==> config.mk <==
export PLATFORM = sky130hd
export DESIGN_NAME = intr_arbiter
export DESIGN_NICKNAME = d
export VERILOG_FILES = /design/src/rtl/intr_pkg.sv /design/src/rtl/intr_prio_enc.sv /design/src/rtl/intr_arbiter.sv
export SDC_FILE = /design/constraint.sdc
export NUM_CORES = 1
export LEC_CHECK = 0
export CAP_MARGIN = 10
export CORE_MARGIN = 10
export CORE_UTILIZATION = 45
export CTS_BUF_LIST = sky130_fd_sc_hd__clkbuf_4
export DETAILED_ROUTE_END_ITERATION = 6
export MAX_ROUTING_LAYER = met4
export PLACE_DENSITY_LB_ADDON = 0.3
export SYNTH_ARGS = -nofsm -noshare
export SYNTH_HDL_FRONTEND = slang
export SYNTH_SLANG_ARGS = --single-unit
==> constraint.sdc <==
create_clock -name Clk -period 4.1 [get_ports Clk]
set_input_delay 0.41 -clock Clk [delete_from_list [all_inputs] [get_ports Clk]]
set_output_delay 0.41 -clock Clk [all_outputs]
set_load 0.01 [all_outputs]
==> src/rtl/intr_pkg.sv <==
// Shared types and constants for the interrupt arbiter.
// Build option INTR_ARBITER_RR_EN selects round-robin instead of fixed priority.
package intr_pkg;

    localparam int unsigned NSRC_DEFAULT     = 8;
    localparam logic [31:0] VEC_BASE_DEFAULT = 32'h0000_0008;

    localparam logic [1:0] REG_ENABLE  = 2'd0;
    localparam logic [1:0] REG_PENDING = 2'd1;
    localparam logic [1:0] REG_VECTOR  = 2'd2;
    localparam logic [1:0] REG_EOI     = 2'd3;

    typedef enum logic [1:0] {
        ST_IDLE    = 2'd0,
        ST_REQ     = 2'd1,
        ST_SERVICE = 2'd2
    } state_t;

endpackage

==> src/rtl/intr_prio_enc.sv <==
// Eligible-vector to index encoder; lowest index wins, or with INTR_ARBITER_RR_EN
// the search starts at 'start' and wraps from NSRC-1 to 0.
module intr_prio_enc
    import intr_pkg::*;
#(
    parameter int unsigned NSRC = NSRC_DEFAULT
) (
    input  logic [NSRC-1:0]         eligible,
`ifdef INTR_ARBITER_RR_EN
    input  logic [$clog2(NSRC)-1:0] start,
`endif
    output logic [$clog2(NSRC)-1:0] idx,
    output logic                    valid
);

    localparam int unsigned IW = $clog2(NSRC);

    always_comb begin
        int unsigned pos;
        idx   = '0;
        valid = 1'b0;
        pos   = 0;
        for (int unsigned k = 0; k < NSRC; k++) begin
`ifdef INTR_ARBITER_RR_EN
            pos = (32'(start) + k) % NSRC;
`else
            pos = k;
`endif
            if (!valid && eligible[IW'(pos)]) begin
                valid = 1'b1;
                idx   = IW'(pos);
            end
        end
    end

endmodule

==> src/rtl/intr_arbiter.sv <==
// Interrupt arbiter: edge-detected pending bits, enable mask, IDLE/REQ/SERVICE handshake.
// Build option INTR_ARBITER_RR_EN enables round-robin source selection.
module intr_arbiter
    import intr_pkg::*;
#(
    parameter int unsigned NSRC     = NSRC_DEFAULT,
    parameter logic [31:0] VEC_BASE = VEC_BASE_DEFAULT
) (
    input  logic            Clk,
    input  logic            Clr,
    input  logic [NSRC-1:0] Irq,
    input  logic            Sel,
    input  logic            Wen,
    input  logic [1:0]      Addr,
    input  logic [31:0]     Wdata,
    output logic [31:0]     Rdata,
    output logic            Intr,
    input  logic            Inta,
    output logic [31:0]     Vecaddr,
    output logic            Busy
);

    localparam int unsigned IW = $clog2(NSRC);

    state_t          state, state_n;
    logic [NSRC-1:0] irq_q, enable, pending, pending_n;
    logic [NSRC-1:0] eligible, edges, sel_mask, w1c_mask, ack_mask;
    logic [IW-1:0]   idx, idx_n, svc_idx, enc_idx;
    logic            enc_valid, intr_n, busy_n, ack;
    logic            wr, wr_enable, wr_pending, wr_eoi;
    logic            unused_wdata;

    assign wr         = Sel & Wen;
    assign wr_enable  = wr && (Addr == REG_ENABLE);
    assign wr_pending = wr && (Addr == REG_PENDING);
    assign wr_eoi     = wr && (Addr == REG_EOI);
    assign unused_wdata = ^Wdata[31:NSRC];

    assign edges    = Irq & ~irq_q;
    assign eligible = pending & enable;
    assign sel_mask = {{(NSRC-1){1'b0}}, 1'b1} << idx;

    // A new edge on a bit overrides any clear (W1C or acknowledge) in the same cycle
    assign w1c_mask  = wr_pending ? Wdata[NSRC-1:0] : '0;
    assign ack_mask  = ack ? sel_mask : '0;
    assign pending_n = (pending & ~w1c_mask & ~ack_mask) | edges;

`ifdef INTR_ARBITER_RR_EN
    logic [IW-1:0] last, rr_start;

    assign rr_start = (32'(last) == NSRC - 1) ? '0 : last + IW'(1);

    intr_prio_enc #(.NSRC(NSRC)) u_enc (
        .eligible (eligible),
        .start    (rr_start),
        .idx      (enc_idx),
        .valid    (enc_valid)
    );

    always_ff @(posedge Clk or posedge Clr) begin
        if (Clr) begin
            last <= '0;
        end else if (ack) begin
            last <= idx;
        end
    end
`else
    intr_prio_enc #(.NSRC(NSRC)) u_enc (
        .eligible (eligible),
        .idx      (enc_idx),
        .valid    (enc_valid)
    );
`endif

    // Next-state and registered-output decode
    always_comb begin
        state_n = state;
        intr_n  = Intr;
        busy_n  = Busy;
        idx_n   = idx;
        ack     = 1'b0;
        case (state)
            ST_IDLE: begin
                if (enc_valid && !Busy) begin
                    state_n = ST_REQ;
                    intr_n  = 1'b1;
                    idx_n   = enc_idx;
                end
            end
            ST_REQ: begin
                if (!(|(eligible & sel_mask))) begin
                    state_n = ST_IDLE;
                    intr_n  = 1'b0;
                end else if (Inta) begin
                    state_n = ST_SERVICE;
                    intr_n  = 1'b0;
                    busy_n  = 1'b1;
                    ack     = 1'b1;
                end
            end
            ST_SERVICE: begin
                if (wr_eoi) begin
                    state_n = ST_IDLE;
                    busy_n  = 1'b0;
                end
            end
            default: begin
                state_n = ST_IDLE;
                intr_n  = 1'b0;
                busy_n  = 1'b0;
            end
        endcase
    end

    always_ff @(posedge Clk or posedge Clr) begin
        if (Clr) begin
            state   <= ST_IDLE;
            Intr    <= 1'b0;
            Busy    <= 1'b0;
            enable  <= '0;
            pending <= '0;
            irq_q   <= '0;
            idx     <= '0;
            svc_idx <= '0;
            Vecaddr <= VEC_BASE;
        end else begin
            state   <= state_n;
            Intr    <= intr_n;
            Busy    <= busy_n;
            idx     <= idx_n;
            pending <= pending_n;
            irq_q   <= Irq;
            if (wr_enable) begin
                enable <= Wdata[NSRC-1:0];
            end
            if (ack) begin
                svc_idx <= idx;
                Vecaddr <= VEC_BASE + (32'(idx) << 2);
            end
        end
    end

    always_comb begin
        Rdata = '0;
        case (Addr)
            REG_ENABLE:  Rdata = 32'(enable);
            REG_PENDING: Rdata = 32'(pending);
            REG_VECTOR:  Rdata = 32'(svc_idx);
            default:     Rdata = '0;
        endcase
    end

endmodule

# Yosys cells after proc, flatten, opt, wreduce, memory -nomap -nowiden
# Index checks and enable logic that the tools add are counted.
[classes]
n_eq_ne = 10
n_addsub = 1
mul = 0
n_reduce_logical = 26
shifts = 1
bitwise_logic = 12
div = 0
mux = 34
magnitude_cmp = 0
[ops]
columns = ["cell", "count"]
rows = [
  ["8-bit AND", 5],
  ["8-bit inverter", 3],
  ["8-bit case mux with 3 select lines", 1],
  ["1-bit two-way mux", 18],
  ["8-bit two-way mux", 2],
  ["2-bit two-way mux", 6],
  ["3-bit two-way mux", 4],
  ["1-bit logical AND", 11],
  ["1-bit logical NOT", 8],
  ["2-bit != test (second input constant)", 4],
  ["8-bit bitwise OR", 1],
  ["8-bit OR reduction", 1],
  ["1-bit by 3-bit left shift with 8-bit output (first input constant)", 1],
  ["4-bit by 5-bit adder with 6-bit output (first input constant)", 1],
  ["2-bit equality test (second input constant)", 3],
  ["1-bit case mux with 3 select lines", 2],
  ["2-bit case mux with 3 select lines", 1],
  ["3-bit AND reduction", 2],
  ["2-bit by 1-bit equality test with 1-bit output (second input constant)", 2],
  ["2-bit logical NOT", 2],
  ["4-bit AND reduction", 1],
  ["3-bit != test (second input constant)", 1],
  ["1-bit inverter", 2],
  ["2-bit AND reduction", 1],
  ["1-bit AND", 1],
]
[word_totals]
ramBits = 0
mem_count = 0
output_inout_bits = 66
latchBits = 0
inputBits = 47
mem_bits_ro = 0
register_bits = 66
word_cells = 93

# Longest topological paths before layout
# Gate-level depths: netlist of the first run.
[logic_depth]
ltp_word = 26
mapped_depth = 5
depth_no_buf = 4

# By module
# From an unflattened synthesis of the first run, not the netlist that was laid out.
[hier_totals]
cells_unflattened = 235
area_unflattened_um2 = 2333.5
[by_module_without_submodules]
columns = ["mod", "n_inst", "cells_per_inst", "seq_area_each_um2", "area_per_inst_um2"]
rows = [
  ["intr_arbiter", 1, 221, 927.1, 2250.9],
  ["intr_prio_enc", 1, 14, 0.0, 82.6],
]

# Worst setup path after synthesis of the first run
# OpenSTA, ideal clock, no wires.
[synth_timing]
kind = "flip-flop to flip-flop"
startpoint = "register idx[0]"
endpoint = "register Vecaddr[4]"
required_ns = 3.975
path_slack_ns = 2.577
arrival_time_ns = 1.398
n_path_buf = 1
path_stages_with_launch = 6
cell_sequence = "dfrtp_1 buf_4 nand4b_1 a41oi_2 o21ai_4 mux2_4"
[synth_between]
elab_chain_len = 5
word_cells_on_any_way = 6
classes_between = "add/sub (1); shift (1); mux (2); bitwise (1); reduce/logical (1)"
[synth_lines]
columns = ["element", "line_no", "rtl"]
rows = [
  ["start, declared", "intr_arbiter.sv:28", "logic [IW-1:0] idx, idx_n, svc_idx, enc_idx;"],
  ["start signal, assigned", "intr_arbiter.sv:130", "idx <= idx_n;"],
  ["1-bit by 3-bit left shift with 8-bit output", "intr_arbiter.sv:41", "assign sel_mask = {{(NSRC-1){1'b0}}, 1'b1} << idx;"],
  ["8-bit AND", "intr_arbiter.sv:91", "if (!(|(eligible & sel_mask))) begin"],
  ["8-bit OR reduction", "intr_arbiter.sv:91", ""],
  ["1-bit two-way mux", "intr_arbiter.sv:91", ""],
  ["1-bit two-way mux", "intr_arbiter.sv:82", "case (state)"],
  ["end signal, assigned", "intr_arbiter.sv:138", "Vecaddr <= VEC_BASE + (32'(idx) << 2);"],
  ["end, declared", "intr_arbiter.sv:19", "output logic [31:0] Vecaddr,"],
]
# Several ways; a longest one is shown, not always the timed one.
# A chain may end at the register's enable or synchronous reset.

# Worst setup path after layout of the first run
[layout_timing]
startpoint = "input port Addr[0]"
endpoint = "output port Rdata[2]"
[layout_between]
elab_chain_len = 2
word_cells_on_any_way = 4
classes_between = "eq/ne (2); mux (1); reduce/logical (1)"
[layout_lines]
columns = ["element", "line_no", "rtl"]
rows = [
  ["start, declared", "intr_arbiter.sv:14", "input logic [1:0] Addr,"],
  ["2-bit equality test (tied with other cells)", "intr_arbiter.sv:145", "case (Addr)"],
  ["8-bit case mux with 3 select lines *", "intr_arbiter.sv:145", ""],
  ["end, declared", "intr_arbiter.sv:16", "output logic [31:0] Rdata,"],
]
# Mark *: on every way between the ends. The rest lies on a longest branch, timed or not.

==> metrics, run 1 <==
outcome complete, no violations; Worst-Margin Slew about 850 ps; Mapped Area 2270 um2; CTS buffer count 5; Worst R2R Start idx[1]; nature of the critical path endpoint output port; RSZ-0062 raised after global routing false; Final Cycle Share 64.0%; vias in the first global route 1689; first-pass GRT wire length between 8 and 9 mm; ratio of cells with drive above 1 in the final layout 11.4%; worst-skew pair later-pin latency 350 ps; Period minus WS final between 2000 and 3000 ps; R2R setup slack 2230 ps; Setup Buffers After CTS 0; Slew Limit Fails 0; cts repair resizes 0; total power roughly 0.00086 W; worst min path class flop to flop; ant diodes 0; Setup TNS Final 0 ps; number of synthesized flops with an enable pin 0; Yosys reg bits 37; Std-Cell Rows 25; Reg area between 900 and 1000 um2; Boundary Pins around 110; First-pass DRT Iterations 4; largest net degree at the start of global routing 22; final hold violations 0; Distinct cells, synth 41; warnings from Yosys 0; Layout Nets 311; Seq/Total Area, Yosys 40.8%; PwrDens about 330 nW/um2; Setup crit start kind input port; ANT nets after route 0; total gr overflow 0; r2r worst-path depth 4; Core Box Area just under 5000 um2; Main synth FF type dfrtp_1; R2R Path End svc_idx[1]; clk sinks 37; PortBufs 36; Max VDD drop 0.000218 V; Fillers 450; top area cells in the synthesized netlist dfrtp_1, buf_4, mux2i_1; Die Ht 91.1 um; clk slew on worst S/H paths roughly 130 ps; Die X around 91 um; Post-Synthesis Cells ~220; leading area contributor after synthesis dfrtp_1; Async S/R FF share, synth 100%; max_cap viols 0; Setup CP Type input port to output port; clk buf depth 2; routed len/inst ~15 um; multi-input logic area ~1100 um2; CTS tree yes; DR iter-0 viols 161; H-tree depth 2; synthesis-to-layout area growth 13.6%; DP HPWL slightly above 4 mm; Starting Density between 40% and 50%; Final Skew about 15 ps; Die ar. around 8300 um2; Post-Syn Area per Cell 10.2 um2; Final Util a little over half; initial antenna violation count 0; crit path from Addr[0]; critical path data arrival time 2210 ps; RePlAce Congestion 0.874; Max Clock Freq roughly 380 MHz; Tot GR Track Use between 10% and 20%; Setup-failing EPs final 0; CP endpoint Rdata[2]; Max Fanout on Critical Path 12; Vias/cell ~4.8; Worst EP required 3690 ps; Root Driver clkbuf_4; via count ~1600; relative max-transition margin a little over two fifths; final wirelength between 5 and 6 mm; CTS Hold Buffers Added 0; top-area cell type share of the netlist area between 30% and 40%; leakage power total roughly 1.2 nW; DRC viols 0
-- registers in the layout, summed over array words and instances, names as in the netlist --
register	flops
state	2
svc_idx	3
Vecaddr	3
Busy	1
enable	8
irq_q	8
Intr	1
idx	3
pending	8
-- per-layer routing --
| layer | GRT usage, % | part of all wire [%] |
|---|---|---|
| met1 | 14.5 | 43 |
| met2 | 19.3 | 47 |
| met3 | 4.77 | 9.2 |
| met4 | 4.18 | 0.91 |
| met5 | - | 0 |
-- kinds of logic (layout without fill, tap and decap cells) --
| kind of cell | count (synthesis) | in the layout | synth area share (%) |
|---|---|---|---|
| buffers and inverters | 71 | 60 | 21.0 |
| adders and majority gates | 1 | 1 | 0.550 |
| AOI/OAI and AO/OA | 34 | 34 | 12.3 |
| DFF | 37 | 37 | 40.8 |
| muxes | 21 | 21 | 10.6 |
| and+or+nand+nor | 59 | 59 | 14.7 |
| other | 1 | 52 | 0.165 |
-- how the worst min path moves through the flow --
stage	startpoint	endpoint	slack, ps	cells after the start
floorplan	Irq[0]	irq_q[0]	440	0
global placement	Vecaddr[3]	Vecaddr[3]	460	2
detailed placement	Vecaddr[3]	Vecaddr[3]	470	2
CTS	Vecaddr[3]	Vecaddr[3]	490	2
global route	Irq[0]	irq_q[0]	480	1
finish	Vecaddr[3]	Vecaddr[3]	480	2
-- through the flow --
step,instance area (um2),instances,hold slack (ps),setup WS [ps]
global route,2580,331,483,1260
global placement,2500,323,460,1480
detailed placement,2500,323,467,1450
CTS,2580,331,485,1450
finish,2580,331,481,1480
floorplan,2470,275,441,2580
-- critical path, cell delays in order --
cell	delay (ps)
clkdlybuf4s50_1	740
nor2b_1	340
nand2_1	80
o21ai_0	80
clkdlybuf4s50_1	570
-- final cells by class --
type / count / share of cell area, %
multi-input combinational: 167 / 41.1
sequential: 37 / 35.9
timing repair buffer: 38 / 14.5
tap: 67 / 3.24
inverter: 14 / 2.03
clock inverter: 3 / 1.79
clock buffer: 5 / 1.45
-- power by group --
part / internal, W / total, W / switching [W]
combinational: 0.0000810 / 0.000176 / 0.0000950
clock: 0.000129 / 0.000259 / 0.000130
sequential: 0.000391 / 0.000424 / 0.0000326
-- cells in the mapped netlist, types with 2 or more instances --
cell / count
inv_1: 14
a41oi_2: 2
nor2b_1: 2
nand4_1: 7
a32o_1: 8
mux2i_1: 9
mux2_2: 8
nor2_1: 10
and2_1: 3
nand3_1: 7
a32oi_1: 2
mux2_4: 4
a22oi_1: 4
o21ai_0: 6
nand4b_1: 3
nand2_1: 18
buf_4: 54
dfrtp_1: 36
a21oi_1: 5
-- layout by cell type, fill, tap and decap left out, types with 2 or more instances in the layout --
master	count
a32o_1	8
a22oi_1	4
dfrtp_1	36
inv_1	14
buf_4	2
nand4b_1	3
a41oi_2	2
nor2_1	10
clkbuf_4	5
nand3_1	7
o21ai_0	6
a32oi_1	2
conb_1	52
and2_1	3
mux2_2	8
nand2_1	18
mux2i_1	9
nor2b_1	2
clkdlybuf4s50_1	36
a21oi_1	5
mux2_4	4
nand4_1	7
(Power assumes the default switching activity.)
==> run 2, diff against run 1 <==
--- a/config.mk
+++ b/config.mk
@@ -7,7 +7,7 @@
 export LEC_CHECK = 0
 export CAP_MARGIN = 10
 export CORE_MARGIN = 10
-export CORE_UTILIZATION = 45
+export CORE_UTILIZATION = 38
 export CTS_BUF_LIST = sky130_fd_sc_hd__clkbuf_4
 export DETAILED_ROUTE_END_ITERATION = 6
 export MAX_ROUTING_LAYER = met4
==> constraint.sdc (replaced) <==
create_clock -name Clk -period 2.39 [get_ports Clk]
set_input_delay 0.239 -clock Clk [delete_from_list [all_inputs] [get_ports Clk]]
set_output_delay 0.239 -clock Clk [all_outputs]
set_load 0.01 [all_outputs]
==> metrics, run 2 (synthesis gave the netlist of run 1 again) <==
outcome complete, no violations; clk slew on worst S/H paths 110 ps (-20 ps); worst-skew pair later-pin latency 340 ps (about the same); Max Fanout on Critical Path 4 (-8); placed inst area 2540 um2 (+1.6%); H-tree depth 2 (unchanged); Worst R2R Start idx[1]; initial antenna violation count 0 (unchanged); CTS tree yes; Core Box Area 5850 um2 (+21%); total gr overflow 0 (unchanged); max_cap viols 0 (unchanged); placed insts 335 (+3.7%); CTS buffer count 5 (unchanged); Starting Density 38.9% (-8.3 points); Layout Nets 315 (+1.3%); RePlAce Congestion 0.804 (-8.1%); Tot GR Track Use 11.0% (-1.5 points); Die X 97.4 um (+6.9%); Worst EP required 2150 ps (-1540 ps); Setup Buffers After CTS 0 (unchanged); multi-input logic area 1060 um2 (unchanged); PwrDens 519 nW/um2 (+56%); final wirelength 5.06 mm (-0.49%); Max VDD drop 0.000252 V (+15%); routed len/inst 14.8 um (-3.7%); DR iter-0 viols 90 (-44%); Final Cell Area 2590 um2 (+0.19%); clk sinks 37 (unchanged); Setup CP Type input port to output port; Max Clock Freq between 400 and 500 MHz; Vias/cell 4.73 (-0.63%); Post-Layout Cell Count 342 (+3.3%); worst min path class input port to async pin; DP HPWL 3.99 mm (-1.1%); Die Ht 97.4 um (+6.9%); Final Cycle Share between 80% and 90%; cts repair resizes 0 (unchanged); first-pass GRT wire length 8.39 mm (+0.33%); Largest regs enable: 8 flops, irq_q: 8 flops, pending: 8 flops; R2R Path End svc_idx[0]; critical path data arrival time 1780 ps (-430 ps); Root Driver clkbuf_4; Slew Limit Fails 0 (unchanged); final hold violations 0 (unchanged); RSZ-0062 raised after global routing false; Fillers 595 (+32%); DRC viols 0 (unchanged); Std-Cell Rows 28 (+12%); Final Skew 9.78 ps (-4.90 ps); Die ar. 9480 um2 (+14%); First-pass DRT Iterations 4 (unchanged); r2r worst-path depth 4 (unchanged); ant diodes 0 (unchanged); synthesis-to-layout area growth 13.8%; ANT nets after route 0 (unchanged); via count 1616 (+2.7%); Setup-failing EPs final 0 (unchanged); Boundary Pins 113 (unchanged); Period minus WS final ~2000 ps; R2R setup slack 520 ps (-1710 ps); clk buf depth 2 (unchanged); Setup TNS Final 0 ps (unchanged); leakage power total 1.18 nW (+0.70%); Setup crit start kind input port; CTS Hold Buffers Added 0 (unchanged); vias in the first global route 1661 (-1.7%); PortBufs 36 (unchanged); commonest non-fill, non-tap cells in the layout conb_1, dfrtp_1, clkdlybuf4s50_1, nand2_1, inv_1; commonest non-fill, non-tap cell in the layout conb_1; largest net degree at the start of global routing 38 (+73%); nature of the critical path endpoint output port; ratio of cells with drive above 1 in the final layout 12.0% (+0.62 points); Reg area 927 um2 (unchanged)
run 2: cell types whose count changed in the layout (fill, tap and decap cells not counted), sizes merged:
cell	before	now
buf	2	6
clkinvlp	1	0
bufinv	1	0
clkbuf	5	6
run 2: worst max-delay path by stage:
stage	start	to	slack, ps	depth (start not counted)
6_report	Addr[0]	Rdata[2]	370	5
5_1_grt	Addr[1]	Rdata[0]	280	5
4_1_cts	Addr[0]	Rdata[2]	350	5
3_5_place_dp	Addr[0]	Rdata[2]	350	5
3_3_place_gp	Addr[0]	Rdata[2]	340	5
2_1_floorplan	idx[0]	Vecaddr[4]	870	5
run 2: worst max-delay path: stages:
cell and delay (ps):
clkdlybuf4s50_1 510, buf_4 170, mux2i_1 70, o21ai_0 200, clkdlybuf4s50_1 580
run 2: through the flow:
step	hold WS, ps	setup slack [ps]	util (%)	power (W)
3_5_place_dp	468	351	43.4	0.00104
6_report	297	374	44.2	0.00134
2_1_floorplan	270	867	-	0.000978
3_3_place_gp	459	338	43.4	0.00104
5_1_grt	335	282	44.2	0.00143
4_1_cts	306	351	44.2	0.00136
run 2: where the power goes:
group          internal [W]  switching (W)  total [W]
logic              0.000142       0.000164   0.000307
clock network      0.000118       0.000195   0.000313
registers          0.000671      0.0000536   0.000724
total              0.000931       0.000413    0.00134
run 2: final cells by class:
| type | count | area share [%] |
|---|---|---|
| flip-flops and latches | 37 | 35.8 |
| well taps | 75 | 3.62 |
| clock buffers | 6 | 1.74 |
| repair buffers | 42 | 15.7 |
| multi-input cells | 167 | 41.0 |
| clock inverters | 1 | 0.145 |
| inverters | 14 | 2.03 |
run 2: metal layers:
layer	vias to the layer above	part of all wire, %	global-route usage (%)
li1	769	-	-
met1	775	45	13.3
met2	66	46	16.6
met3	6	8.0	4.13
met4	0	1.2	3.69
met5	-	0	-
==> run 3, diff against run 2 <==
--- a/config.mk
+++ b/config.mk
@@ -7,7 +7,7 @@
 export LEC_CHECK = 0
 export CAP_MARGIN = 10
 export CORE_MARGIN = 10
-export CORE_UTILIZATION = 38
+export CORE_UTILIZATION = 42
 export CTS_BUF_LIST = sky130_fd_sc_hd__clkbuf_4
 export DETAILED_ROUTE_END_ITERATION = 6
 export MAX_ROUTING_LAYER = met4
==> constraint.sdc (replaced) <==
create_clock -name Clk -period 1.93 [get_ports Clk]
set_input_delay 0.193 -clock Clk [delete_from_list [all_inputs] [get_ports Clk]]
set_output_delay 0.193 -clock Clk [all_outputs]
set_load 0.01 [all_outputs]
==> metrics, run 3 (synthesis gave the netlist of run 1 again) <==
total gr overflow 0 (unchanged); routed len/inst 15.2 um (+3.1%); routed wl met3 504 um (+24%); r2r worst-path depth 4 (unchanged); Setup TNS Final 0 ps (unchanged); Boundary Pins 113 (unchanged); Die ar. 8760 um2 (-7.6%); leakage power total 1.27 nW (+7.8%); Std-Cell Rows 26 (-7.1%); Comb pwr share 20.6% (-2.2 points); Die Ht 93.6 um (-3.9%); ratio of cells with drive above 1 in the final layout 14.0% (+2.0 points); Core Box Area 5170 um2 (-12%); nature of the critical path endpoint output port; clk sinks 37 (unchanged); Slew Limit Fails 0 (unchanged); R2R setup slack 140 ps (-380 ps); DP HPWL 4.12 mm (+3.3%); final wirelength 5.20 mm (+2.8%); first-pass GRT wire length 8.16 mm (-2.8%); Period minus WS final between 1500 and 2000 ps; initial antenna violation count 0 (unchanged); largest net degree at the start of global routing 38 (unchanged); Post-Layout Cell Count 341 (-0.29%); Final Skew 9.10 ps (-0.682 ps); RePlAce Congestion 0.817 (+1.6%); commonest non-fill, non-tap cells in the layout conb_1, dfrtp_1, clkdlybuf4s50_1, nand2_1, inv_1; DR iter-0 viols 112 (+24%); final hold violations 0 (unchanged); pre-CTS setup slack 41.2 ps (-309 ps); Max Clock Freq around 540 MHz; Starting Density 44.0% (+5.1 points); critical path data arrival time 1640 ps (-140 ps); max_cap viols 0 (unchanged); met2 routed WL 2.44 mm (+4.5%); Fillers 519 (-13%); clk buf depth 2 (unchanged); PwrDens 685 nW/um2 (+32%); Root Driver clkbuf_4; Setup-failing EPs final 0 (unchanged); Largest regs enable: 8 flops, irq_q: 8 flops, pending: 8 flops; PortBufs 36 (unchanged); Final Cycle Share a little over nine tenths; commonest non-fill, non-tap cell in the layout conb_1; Setup crit start kind input port; Vias/cell 4.67 (-1.1%); outcome complete, no violations; Final Cell Area 2660 um2 (+2.7%); switch share 29.7% (-1.0 points); synthesis-to-layout area growth 16.8%; ANT nets after route 0 (unchanged); placed insts 333 (-0.60%); H-tree depth 2 (unchanged); via count 1593 (-1.4%); worst min path class input port to async pin; worst setup margin 93.1 ps (-281 ps); placed inst area 2560 um2 (+0.64%); Layout Nets 318 (+0.95%); Max Fanout on Critical Path 7 (+3); ant diodes 0 (unchanged); CTS Hold Buffers Added 0 (unchanged); Die X 93.6 um (-3.9%); Top Layer Used met4; DRC viols 0 (unchanged); WL met1 2.20 mm (-2.2%); P_int 0.00128 W (+37%); Setup CP Type input port to output port; RSZ-0062 raised after global routing false; switching pwr 0.000540 W (+31%); Tot GR Track Use 11.9% (+0.89 points); Final Util 51.4% (+7.1 points); clk slew on worst S/H paths 120 ps (about the same); CTS tree yes; Worst EP required 1740 ps (-410 ps); Max VDD drop 0.000399 V (+59%); clock network power share 29.8% (+6.5 points); First-pass DRT Iterations 4 (unchanged); vias in the first global route 1651 (-0.60%); CTS buffer count 5 (unchanged); worst-skew pair later-pin latency 340 ps (about the same); sequential share of power 49.5% (-4.4 points)
-- run 3: cell count changes in the layout (fill, tap and decap cells not counted) --
cell             before  now
clkdlybuf4s50_1      36   31
dlymetal6s2s_1        0    5
buf_4                 6    8
buf_6                 0    1
bufinv_16             0    1
clkbuf_4              6    5
clkinv_1              1    0
clkinv_4              0    1
clkinvlp_4            0    1
dfrtp_1              36   35
dfrtp_2               0    1
-- run 3: what timing repair did --
action | 4_1_cts | 5_1_grt
setup endpoints to repair | 0 | 6
resized for setup | 0 | 7
buffers inserted | 0 | 0
hold endpoints to repair | 0 | 0
-- run 3: worst max-delay path, cell delays in order --
cell,delay (ps)
clkdlybuf4s50_1,550
buf_6,170
mux2i_1,190
nor2_1,50
clkdlybuf4s50_1,480
-- run 3: layer usage --
metal | global-route usage [%] | vias to the layer above
met5 | - | -
met4 | 3.04 | 0
met3 | 4.08 | 5
met2 | 19.1 | 61
met1 | 13.9 | 756
li1 | - | 771
-- run 3: power groups by stage --
stage	Clock, W	Sequential (W)	Combinational [W]
2_1_floorplan	0	0.000894	0.000317
3_3_place_gp	0	0.000912	0.000371
3_5_place_dp	0	0.000916	0.000374
4_1_cts	0.000562	0.000901	0.000377
5_1_grt	0.000596	0.000911	0.000417
6_report	0.000543	0.000901	0.000376
-- run 3: worst paths after layout --
| kind | start | end |
|---|---|---|
| worst min register to register | Vecaddr[3] | Vecaddr[3] |
| min in group Clk | Irq[0] | irq_q[0] |
| max in group asynchronous | Clr | Vecaddr[3] |
| worst min-delay path | Clr | enable[2] |
| worst max-delay path | Addr[0] | Rdata[7] |
| worst max register to register | idx[1] | Vecaddr[5] |
-- run 3: per-stage QoR --
| stage | hold slack [ps] | total power, W |
|---|---|---|
| after CTS | 250 | 0.00184 |
| after global placement | 460 | 0.00128 |
| after global routing | 277 | 0.00192 |
| after detailed placement | 463 | 0.00129 |
| final | 248 | 0.00182 |
| after floorplan | 224 | 0.00121 |
-- run 3: cell type report --
type	count	area [um2]	area share, %
flip-flops and latches	37	928	34.9
clock inverters	3	46.3	1.74
well taps	70	87.6	3.30
clock buffers	5	37.5	1.41
multi-input cells	167	1060	39.9
inverters	14	52.6	1.98
repair buffers	45	444	16.7
